==> config.mk <==
export PLATFORM = sky130hd
export DESIGN_NAME = interp_ramp_seq
export DESIGN_NICKNAME = d
export VERILOG_FILES = /design/src/rtl/interp_pkg.sv /design/src/rtl/interp_step_calc.sv /design/src/rtl/interp_ramp_seq.sv
export SDC_FILE = /design/constraint.sdc
export NUM_CORES = 1
export LEC_CHECK = 0
export ABC_AREA = 1
export CELL_PAD_IN_SITES_DETAIL_PLACEMENT = 1
export CELL_PAD_IN_SITES_GLOBAL_PLACEMENT = 1
export CORE_MARGIN = 2
export CORE_UTILIZATION = 41
export CTS_CLUSTER_DIAMETER = 150
export DETAILED_ROUTE_END_ITERATION = 10
export GPL_TIMING_DRIVEN = 0
export PLACE_DENSITY_LB_ADDON = 0.12
export SETUP_SLACK_MARGIN = 0.02
export SLEW_MARGIN = 20
export SYNTH_ARGS = -nofsm -noshare
export SYNTH_HDL_FRONTEND = slang
export SYNTH_SLANG_ARGS = --single-unit
==> constraint.sdc <==
create_clock -name clk -period 6.8 [get_ports clk]
set_clock_uncertainty 0.05 [all_clocks]
set_input_delay 1.02 -clock clk [delete_from_list [all_inputs] [get_ports clk]]
set_output_delay 1.02 -clock clk [all_outputs]
set_load 0.05 [all_outputs]
==> src/rtl/interp_pkg.sv <==
// interp_pkg: shared FSM states, Q15 constants and mux select encodings for interp_ramp_seq.
package interp_pkg;
  typedef enum logic [1:0] {IDLE, STEP, BASE, RUN} state_t;
  localparam int INV6_Q15 = 5461;
  localparam int NUM_SC = 12;
  localparam int PILOT_SPACING = 6;
  localparam int ROUND_Q15 = 16384;
  localparam logic [1:0] SEL_EST1 = 2'b00;
  localparam logic [1:0] SEL_INT = 2'b01;
  localparam logic [1:0] SEL_EST2 = 2'b10;
  localparam logic [1:0] SEL_EXT = 2'b11;
endpackage

==> src/rtl/interp_step_calc.sv <==
// interp_step_calc: combinational rounded (est2 - est1) / 6 for one component.
module interp_step_calc
  import interp_pkg::*;
#(
  parameter int WIDTH = 16
) (
  input  logic signed [WIDTH-1:0] est1,
  input  logic signed [WIDTH-1:0] est2,
  output logic signed [WIDTH:0]   step
);
  logic signed [WIDTH:0] delta;
  logic signed [WIDTH+15:0] prod;
  always_comb begin
    delta = (WIDTH+1)'(est2) - (WIDTH+1)'(est1);
    prod = (WIDTH+16)'(delta) * (WIDTH+16)'(INV6_Q15) + (WIDTH+16)'(ROUND_Q15);
    step = (WIDTH+1)'(prod >>> 15);
  end
endmodule

==> src/rtl/interp_ramp_seq.sv <==
// interp_ramp_seq: walks 12 subcarriers emitting a linear ramp through two pilot estimates plus mux select.
module interp_ramp_seq
  import interp_pkg::*;
#(
  parameter int WIDTH = 16,
  parameter int GUARD = 4
) (
  input  logic                    clk,
  input  logic                    rst,
  input  logic                    start,
  input  logic [2:0]              nshift,
  input  logic signed [WIDTH-1:0] est1_re,
  input  logic signed [WIDTH-1:0] est1_im,
  input  logic signed [WIDTH-1:0] est2_re,
  input  logic signed [WIDTH-1:0] est2_im,
  output logic                    busy,
  output logic                    err,
  output logic                    out_valid,
  output logic [3:0]              sc_idx,
  output logic [1:0]              sel,
  output logic signed [WIDTH-1:0] ramp_re,
  output logic signed [WIDTH-1:0] ramp_im,
  output logic                    done
);
  localparam int AW = WIDTH + GUARD;
  localparam logic signed [AW-1:0] SMAX = AW'(2**(WIDTH-1) - 1);
  localparam logic signed [AW-1:0] SMIN = ~SMAX;

  function automatic logic signed [WIDTH-1:0] sat(input logic signed [AW-1:0] v);
    return v > SMAX ? SMAX[WIDTH-1:0] : v < SMIN ? SMIN[WIDTH-1:0] : v[WIDTH-1:0];
  endfunction

  function automatic logic [1:0] sel_of(input logic [3:0] k, input logic [2:0] p);
    logic [3:0] a, b;
    a = {1'b0, p};
    b = a + 4'(PILOT_SPACING);
    return k == a ? SEL_EST1 : k == b ? SEL_EST2 : (k > a && k < b) ? SEL_INT : SEL_EXT;
  endfunction

  state_t state, state_d;
  logic [3:0] cnt, cnt_d;
  logic [2:0] k1;
  logic signed [WIDTH-1:0] e1_re, e1_im, e2_re, e2_im;
  logic signed [WIDTH:0] step_re, step_im, sr_d, si_d;
  logic signed [AW-1:0] acc_re, acc_im, ar_d, ai_d;

  interp_step_calc #(.WIDTH(WIDTH)) u_step_re (.est1(e1_re), .est2(e2_re), .step(sr_d));
  interp_step_calc #(.WIDTH(WIDTH)) u_step_im (.est1(e1_im), .est2(e2_im), .step(si_d));

  always_comb begin
    state_d = state;
    case (state)
      IDLE: if (start && nshift <= 3'd5) state_d = STEP;
      STEP: state_d = k1 == 3'd0 ? RUN : BASE;
      BASE: if (cnt == {1'b0, k1} - 4'd1) state_d = RUN;
      RUN:  if (cnt == 4'(NUM_SC - 1)) state_d = IDLE;
      default: state_d = IDLE;
    endcase
    cnt_d = state_d != state ? 4'd0 : cnt + 4'd1;
    // STEP seeds est1, BASE walks left to k=0, RUN walks right across the PRB
    ar_d = state == STEP ? AW'(e1_re) : state == BASE ? acc_re - AW'(step_re) : acc_re + AW'(step_re);
    ai_d = state == STEP ? AW'(e1_im) : state == BASE ? acc_im - AW'(step_im) : acc_im + AW'(step_im);
  end

  always_ff @(posedge clk) begin
    if (rst) begin
      state <= IDLE;
      cnt <= '0;
      k1 <= '0;
      {e1_re, e1_im, e2_re, e2_im} <= '0;
      {step_re, step_im, acc_re, acc_im} <= '0;
      {busy, err, out_valid, done, sc_idx, sel, ramp_re, ramp_im} <= '0;
    end else begin
      state <= state_d;
      cnt <= cnt_d;
      acc_re <= ar_d;
      acc_im <= ai_d;
      busy <= state_d != IDLE;
      err <= state == IDLE && start && nshift > 3'd5;
      out_valid <= state_d == RUN;
      done <= state_d == RUN && cnt_d == 4'(NUM_SC - 1);
      sel <= state_d == RUN ? sel_of(cnt_d, k1) : SEL_EST1;
      if (state_d == RUN) begin
        sc_idx <= cnt_d;
        ramp_re <= sat(ar_d);
        ramp_im <= sat(ai_d);
      end
      if (state == IDLE && start) begin
        k1 <= nshift;
        {e1_re, e1_im, e2_re, e2_im} <= {est1_re, est1_im, est2_re, est2_im};
      end
      if (state == STEP) begin
        step_re <= sr_d;
        step_im <= si_d;
      end
    end
  end
endmodule

==> impl_metrics.ini, run 1 <==
[floorplan]
initial_core_util_pct = 41.70
fp.dieW_um = 241.2
die_h_um = 241.2
dieArea_sq_um = 58170
core_sq_um = 55310
ios = 112
rows = 86

[critical_path]
critPathKind = reg -> reg
reg2reg_slack_ps = -290
end_kind = flip-flop
cp_max_fo = 5
crit_buf_inv = 10
critPathArrivalTime_ps = 7410
cp_slowest_cell = fa_1
worstPathRequired_ps = 7120
max_stage_delay_ps = 580
crit_family = adder cells
cp-start-kind = flip-flop

[clock_tree]
cts_buffer_depth = 2
cts_buffers = 17
cts_tree = built
root_buffer = clkbuf_16
clock_sinks = 189
clkTransAtPathRegs_ps = 70
clk_latency_ps = 480
cts_max_level = 4
holdBufCountCts = 0

[finish]
area_growth_pct = 35.76
drive_gt1_share_pct = 26.76
nets = 4262
fillers = 6912
final_util_pct = 56.61

[timing]
grt_setup_unrepaired = yes
layout_setup_ws_ps = -286.8
timing.slew.headroom_pct = 26.27
setup_violations = 16
finalHoldViolCount = 0
tightest_slew_ps = 1106
max_clock_freq_ghz = 0.1411
min_period_over_period_pct = 104.2
slew_viol_final = 0
fin_crit_ps = 7087

[global_routing]
grtUsageTotal_pct = 30.03
grt_pass1_vias = 24708
grt_max_degree = 23
grt_pass1_wl_um = 134900
antenna_found_initial = 4
overflow = 0

[synth]
synth_cell_types = 50
synthCells = 3402
yosys_warnings = 0
ys_seq_area_share_pct = 16.40
synth.avg_cell_area_sq_um = 6.780
ys_ff_latch = 189
synth_area_leaders = dfxtp_1 (16%), fa_1 (15%), ha_1 (15%)
synth_top_cell_by_area = dfxtp_1
synth_nets = 3918
synth.top_cell.area_share_pct = 16.40
netlist_area_sq_um = 23060

[placed_design]
io_buffers = 110
hpwl_um = 68150
globalplace.congestion = 0.9300

[routing]
num_vias = 23991
dr.pass1.iters = 5
wl_per_cell_um = 21.43
drc = 0
drtIter0Drc = 1291
ant_nets = 0
drt_wl_total_um = 96640
via_per_inst = 5.321

[hold_path]
hp-class = reg -> reg

[outcome]
outcome = finished with violations
violations = setup timing

[run]
cap_violations = 0
==> stage by stage <==
step	setup slack [ps]	setup TNS [ps]	cells	cell area, sq um	hold WS, ps
after floorplan	85.76	0	3402	23060	383.1
final	-286.8	-1922	4509	31310	432.1
after CTS	5.009	0	4403	28560	434.4
after global routing	-527.8	-8699	4509	31310	453.4
after global placement	-1284	-34390	4260	25100	396.8
after detailed placement	-1405	-37990	4260	25100	410.9
==> cell type report <==
| class | instances | area, sq um | share of cell area, % |
|---|---|---|---|
| clock buffer | 20 | 446.7 | 1.427 |
| antenna | 2 | 5.005 | 0.01598 |
| clock inverter | 12 | 161.4 | 0.5155 |
| buffer | 62 | 295.3 | 0.9430 |
| inverter | 768 | 2947 | 9.410 |
| multi-input combinational | 2382 | 19790 | 63.21 |
| timing repair buffer | 326 | 2919 | 9.322 |
| tap | 748 | 935.9 | 2.989 |
| sequential | 189 | 3810 | 12.17 |
==> cell usage in the layout, fill, tap and decap left out, types with 108 or more instances in the layout <==
cell             netlist  routed
clkdlybuf4s50_1        0     110
nand2_1              747     543
nand2_2               26     152
inv_1                757     651
ha_1                 274     181
a21oi_1              205     163
nor2_1               317     247
fa_1                 172     163
buf_4                  4     184
nand3_1              153     108
dfxtp_1              189     172
o21ai_0              157     145
==> repair_timing <==
action                                  CTS  global route
endpoints found under the setup margin   34            34
gates resized for setup                 436           507
buffers inserted                        110           108
hold endpoints to repair                  0             0
pin swaps                               148           352
gates cloned                              1             0
==> flip-flops by register name, summed over array words and instances, names as in the netlist <==
| register | cells |
|---|---|
| k1 | 3 |
| e1_im | 16 |
| e2_im | 16 |
| ramp_re | 16 |
| e2_re | 16 |
| out_valid | 1 |
| done | 1 |
| cnt | 4 |
| busy | 1 |
| step_im | 17 |
| state | 2 |
| acc_re | 20 |
| e1_re | 16 |
| err | 1 |
| ramp_im | 16 |
| step_re | 17 |
| sel | 2 |
| sc_idx | 4 |
| acc_im | 20 |
==> Yosys cell counts, drive strengths merged <==
| cell | count |
|---|---|
| inv | 767 |
| o31ai | 4 |
| clkbuf | 45 |
| o211ai | 3 |
| nor4 | 2 |
| o21bai | 8 |
| nand3 | 159 |
| a21oi | 219 |
| xor2 | 70 |
| clkinv | 1 |
| nor3 | 29 |
| fa | 172 |
| a21o | 8 |
| a21boi | 4 |
| buf | 18 |
| a31oi | 3 |
| nor3b | 1 |
| ha | 274 |
| or2 | 6 |
| a41oi | 1 |
| nand2 | 775 |
| and2 | 5 |
| nand4 | 51 |
| o21a | 18 |
| a211o | 1 |
| and3 | 4 |
| o21ai | 178 |
| nand3b | 9 |
| xnor2 | 30 |
| dfxtp | 189 |
| nor2 | 348 |
==> layer usage <==
layer  track usage [%]  routed length (um)
met1             37.46               40040
met2             54.82               49350
met3             2.162                3392
met4             9.577                3855
met5                 0                   0
==> tightest hold or removal path, cell delays in order, from the launching register on <==
cell,delay (ps)
dfxtp_1,320
nand2_1,60
a21oi_1,60
==> logic make-up (layout without fill, tap and decap cells) <==
kind of cell             after synthesis  after routing  share of synthesized area (%)
buffers and inverters                831           1188                          13.80
flip-flops                           189            189                          16.40
XOR/XNOR                             100            100                          3.830
other                                  0              2                              0
AO/OA/AOI/OAI                        447            447                          10.53
AND/OR/NAND/NOR                     1389           1389                          25.64
adder cells (fa/ha/maj)              446            446                          29.79
==> worst paths after layout <==
kind	cells past startpoint	startpoint	endpoint
setup / recovery	41	e1_re[1]	step_re[8]
hold / removal	2	sc_idx[3]	sc_idx[3]
setup reg to reg	41	e1_re[1]	step_re[8]
hold reg to reg	2	sc_idx[3]	sc_idx[3]
Power of run 1 is not shown: default switching activity piles up to over one toggle a cycle in this logic, so the estimate is an artifact.
==> inputs of run 2 (changes only) <==
--- a/config.mk
+++ b/config.mk
@@ -18,4 +18,5 @@
 export SLEW_MARGIN = 20
 export SYNTH_ARGS = -nofsm -noshare
 export SYNTH_HDL_FRONTEND = slang
+export SYNTH_HIERARCHICAL = 1
 export SYNTH_SLANG_ARGS = --single-unit
==> impl_metrics.ini, run 2 <==
[hold_path]
hp-class = reg -> reg
worstHoldPathCells = 2
hold_path_startpoint = ramp_im[2]
hold_end = ramp_im[2]

[critical_path]
end_kind = flip-flop
worstPathRequired_ps = 7100
cp_slowest_cell = fa_1
max_stage_delay_ps = 610
cp_max_fo = 5
critPathKind = reg -> reg
r2r_start = e1_re[6]
critPathArrivalTime_ps = 6790
cp-start-kind = flip-flop
r2r-end = step_re[13]
reg2regPathDepth = 27
path_common_cell = nand2_1
reg2reg_slack_ps = 310

[routing]
drt_wl_total_um = 72780
drc = 0
via_per_inst = 5.112
ant_nets = 0
drtIter0Drc = 939
dr.pass1.iters = 5
wl_per_cell_um = 18.83
num_vias = 19758

[finish]
final_util_pct = 47.32
nets = 3700
fillers = 6611
final_common_cell = nand2_1
drive_gt1_share_pct = 7.872
largestRegisters = acc_im (20), acc_re (20)
final_cell_mix = nand2_1 (598), inv_1 (533), nor2_1 (374)
area_growth_pct = 14.60
multiInputGateArea_sq_um = 16000
final-seq-area_sq_um = 3792

[synth]
synth_edf_count = 0
synth-async-reset-ratio_pct = 0
synth.top_cell.area_share_pct = 17.93
synthCells = 3023
synth_cell_types = 50
synth_area_leaders = ha_1 (18%), dfxtp_1 (18%), fa_1 (15%)
yosys_warnings = 6
synth_common_cells = nand2_1 (605), inv_1 (538), nor2_1 (380)
ys.flop_type = dfxtp_1
synth.most_common_cell = nand2_1
synth.avg_cell_area_sq_um = 7.135
synth_top_cell_by_area = ha_1
ys_ff_latch = 189
synth_nets = 3560
netlist_area_sq_um = 21570
ys_seq_area_share_pct = 17.54

[timing]
fin_crit_ps = 6487
grt_setup_unrepaired = yes
slew_viol_final = 0
finalHoldViolCount = 0
tightest_slew_ps = 886.4
setup_violations = 0
max_clock_freq_ghz = 0.1541
timing.slew.headroom_pct = 40.84
whs_ps = 418.6
min_period_over_period_pct = 95.40
layout_setup_ws_ps = 312.6

[floorplan]
die_h_um = 233.4
ios = 112
initial_core_util_pct = 41.29
rows = 84
dieArea_sq_um = 54460
core_sq_um = 52240
fp.dieW_um = 233.4

[clock_tree]
cts_buffer_depth = 2
clkTransAtPathRegs_ps = 80
holdBufCountCts = 0
root_buffer = clkbuf_16
cts_buffers = 17
clk_latency_ps = 460
clock_sinks = 189
cts_tree = built
cts_max_level = 4

[global_routing]
grtUsageTotal_pct = 27.23
antenna_found_initial = 2
grt_max_degree = 18
overflow = 0
grt_pass1_wl_um = 114400
grt_pass1_vias = 21479

[placed_design]
globalplace.congestion = 0.9379
io_buffers = 111
hpwl_um = 63070
place_ws_ps = -564.7

[outcome]
outcome = completed

[run]
cap_violations = 0
## run 2: metal layers
metal | GRT usage [%] | vias up | wire [um]
li1 | - | 9773 | -
met1 | 33.99 | 9625 | 32440
met2 | 48.88 | 257 | 36270
met3 | 3.430 | 99 | 2093
met4 | 7.803 | 4 | 1946
met5 | 0 | - | 27
## run 2: repair_timing
item                                    in CTS  in global routing
buffers inserted                             1                  9
pin swaps                                    3                 12
gates resized for setup                     23                101
endpoints found under the setup margin      27                 34
## run 2: critical path, delay by kind of cell, from the launching register on
kind / cells / cell delay, ps
adders and majority gates: 8 / 3490
AOI/OAI and AO/OA: 7 / 910
and+or+nand+nor: 7 / 750
xor gates and xnor gates: 1 / 460
DFF: 1 / 410
buffers and inverters: 4 / 310
## run 2: how the worst max path moves through the flow
stage	startpoint	endpoint	slack, ps	cells after the start
floorplan	e2_re[0]	step_re[13]	870	31
global placement	e1_re[0]	step_re[13]	-460	30
detailed placement	e1_re[0]	step_re[13]	-560	30
CTS	e1_im[0]	step_im[3]	-30	29
global route	e1_re[4]	step_re[13]	20	31
finish	e1_re[6]	step_re[13]	310	27
## run 2: cell families (layout without fill, tap and decap cells)
| group | Yosys count | in the layout | synth area share (%) |
|---|---|---|---|
| AND/OR/NAND/NOR | 1246 | 1246 | 24.65 |
| buffers and inverters | 605 | 758 | 10.62 |
| adder cells (fa/ha/maj) | 467 | 467 | 32.59 |
| AO/OA/AOI/OAI | 419 | 419 | 10.48 |
| flip-flops | 189 | 189 | 17.54 |
| XOR/XNOR | 97 | 97 | 4.107 |
| other | 0 | 1 | 0 |
## run 2: metrics by stage
stage               std cells  cell area [sq um]  TNS, ps
finish                   3865              24720        0
global route             3864              24720        0
CTS                      3855              24240   -70.28
detailed placement       3822              23540    -4456
global placement         3822              23540    -2678
floorplan                3023              21570        0
## run 2: final cells by class
cell class              count  area share, %
repair buffers            121          4.799
plain buffers              57         0.9466
multi-input cells        2229          64.74
clock inverters            13         0.5518
well taps                 688          3.483
diodes                      1        0.01012
clock buffers              19          1.792
inverters                 548          8.337
flip-flops and latches    189          15.34
Power of run 2 is left out for the same reason.
==> inputs of run 3 (changes only) <==
--- a/config.mk
+++ b/config.mk
@@ -8,11 +8,12 @@
 export ABC_AREA = 1
 export CELL_PAD_IN_SITES_DETAIL_PLACEMENT = 1
 export CELL_PAD_IN_SITES_GLOBAL_PLACEMENT = 1
-export CORE_MARGIN = 2
-export CORE_UTILIZATION = 41
+export CORE_MARGIN = 5
+export CORE_UTILIZATION = 49
 export CTS_CLUSTER_DIAMETER = 150
 export DETAILED_ROUTE_END_ITERATION = 10
 export GPL_TIMING_DRIVEN = 0
+export MAX_ROUTING_LAYER = met4
 export PLACE_DENSITY_LB_ADDON = 0.12
 export SETUP_SLACK_MARGIN = 0.02
 export SLEW_MARGIN = 20
==> constraint.sdc (replaced) <==
create_clock -name clk -period 7.8 [get_ports clk]
set_clock_uncertainty 0.05 [all_clocks]
set_input_delay 1.17 -clock clk [delete_from_list [all_inputs] [get_ports clk]]
set_output_delay 1.17 -clock clk [all_outputs]
set_load 0.05 [all_outputs]
==> impl_metrics.ini, run 3 (synthesis results as in run 2) <==
[finish]
final_common_cell = nand2_1
drive_gt1_share_pct = 4.675
area_growth_pct = 11.56
final_util_pct = 55.61
largestRegisters = acc_im (20), acc_re (20)
multiInputGateArea_sq_um = 15490
final_cell_mix = nand2_1 (605), inv_1 (538), nor2_1 (380)
final-seq-area_sq_um = 3784
nets = 3690
fillers = 5581
antenna_cells = 0

[clock_tree]
cts_tree = built
cts_max_level = 4
cts_buffers = 17
clkTransAtPathRegs_ps = 80
holdBufCountCts = 0
post_cts_buffers = 0
cts_buffer_depth = 2
cts_resized = 0
root_buffer = clkbuf_16
clock_sinks = 189
clk_latency_ps = 460

[routing]
wl_met1_um = 31900
wl_met3_um = 2329
num_vias = 20182
top_layer = met4
wl_per_cell_um = 19.87
drtIter0Drc = 980
drt_wl_total_um = 74540
via_per_inst = 5.380
drc = 0
ant_nets = 0
dr.pass1.iters = 6
dr_wl_met2_um = 38030

[floorplan]
fp.dieW_um = 219.8
ios = 112
dieArea_sq_um = 48310
rows = 76
core_sq_um = 43270
die_h_um = 219.8
initial_core_util_pct = 49.85

[hold_path]
hp-class = reg -> reg

[timing]
tightest_slew_ps = 1090
max_clock_freq_ghz = 0.1392
timing.slew.headroom_pct = 27.30
grt_setup_unrepaired = no
setup_violations = 0
slew_viol_final = 0
setup-tns-final_ps = 0
fin_crit_ps = 7183
finalHoldViolCount = 0
min_period_over_period_pct = 92.09

[critical_path]
critPathArrivalTime_ps = 7540
worstPathRequired_ps = 8150
cp-start-kind = flip-flop
end_kind = flip-flop
critPathKind = reg -> reg
path_common_cell = nand2_1
cp_max_fo = 4
max_stage_delay_ps = 590
cp_slowest_cell = fa_1

[global_routing]
antenna_found_initial = 4
grt_max_degree = 20
grtUsageTotal_pct = 31.77
grt_pass1_vias = 22126
overflow = 0
grt_pass1_wl_um = 117200

[placed_design]
globalplace.congestion = 0.9687
hpwl_um = 64290
io_buffers = 111

[run]
cap_violations = 0

[outcome]
outcome = completed
==> run 3: cell count changes in the layout (fill, tap and decap cells not counted), sizes merged <==
cell,before,now
clkbuf,66,64
bufinv,1,3
inv,550,554
clkinv,4,6
diode,1,0
buf,20,10
clkinvlp,6,0
==> run 3: path summary, 6_finish.rpt <==
kind	from	to	cells after the start	slack, ps
worst max-delay path	e1_re[0]	step_re[6]	29	620
worst min-delay path	ramp_im[2]	ramp_im[2]	2	420
worst max register to register	e1_re[0]	step_re[6]	29	620
worst min register to register	ramp_im[2]	ramp_im[2]	2	420
==> run 3: through the flow <==
stage          setup WS, ps  std cells  instance area, sq um  hold slack [ps]
2_1_floorplan          1867       3023                 21570            389.0
3_3_place_gp          890.5       3719                 23410            405.9
3_5_place_dp          620.8       3719                 23410            408.0
4_1_cts               594.8       3751                 24060            420.2
5_1_grt               196.7       3751                 24060            454.2
6_report              616.7       3751                 24060            418.0
==> run 3: layer usage <==
layer | global-route usage [%] | vias to the layer above
li1 | - | 9750
met1 | 38.25 | 9968
met2 | 56.65 | 338
met3 | 3.393 | 126
met4 | 8.862 | 0
met5 | - | -
==> run 3: layout make-up <==
class / count / area share [%]
Timing Repair Buffer: 111 / 4.618
Tap cell: 585 / 3.042
Clock buffer: 17 / 1.768
Buffer: 57 / 0.9724
Multi-Input combinational cell: 2229 / 64.39
Sequential cell: 189 / 15.72
Inverter: 548 / 8.549
Clock inverter: 15 / 0.9360
==> run 3: critical path: cells and delay by family, from the launching register on <==
kind                       cells  cell delay (ps)
and+or+nand+nor               15             1530
DFF                            1              490
xor gates and xnor gates       1              290
buffers and inverters          3              260
AOI/OAI and AO/OA              1              430
adders and majority gates      9             4040
Power of run 3 is left out for the same reason.
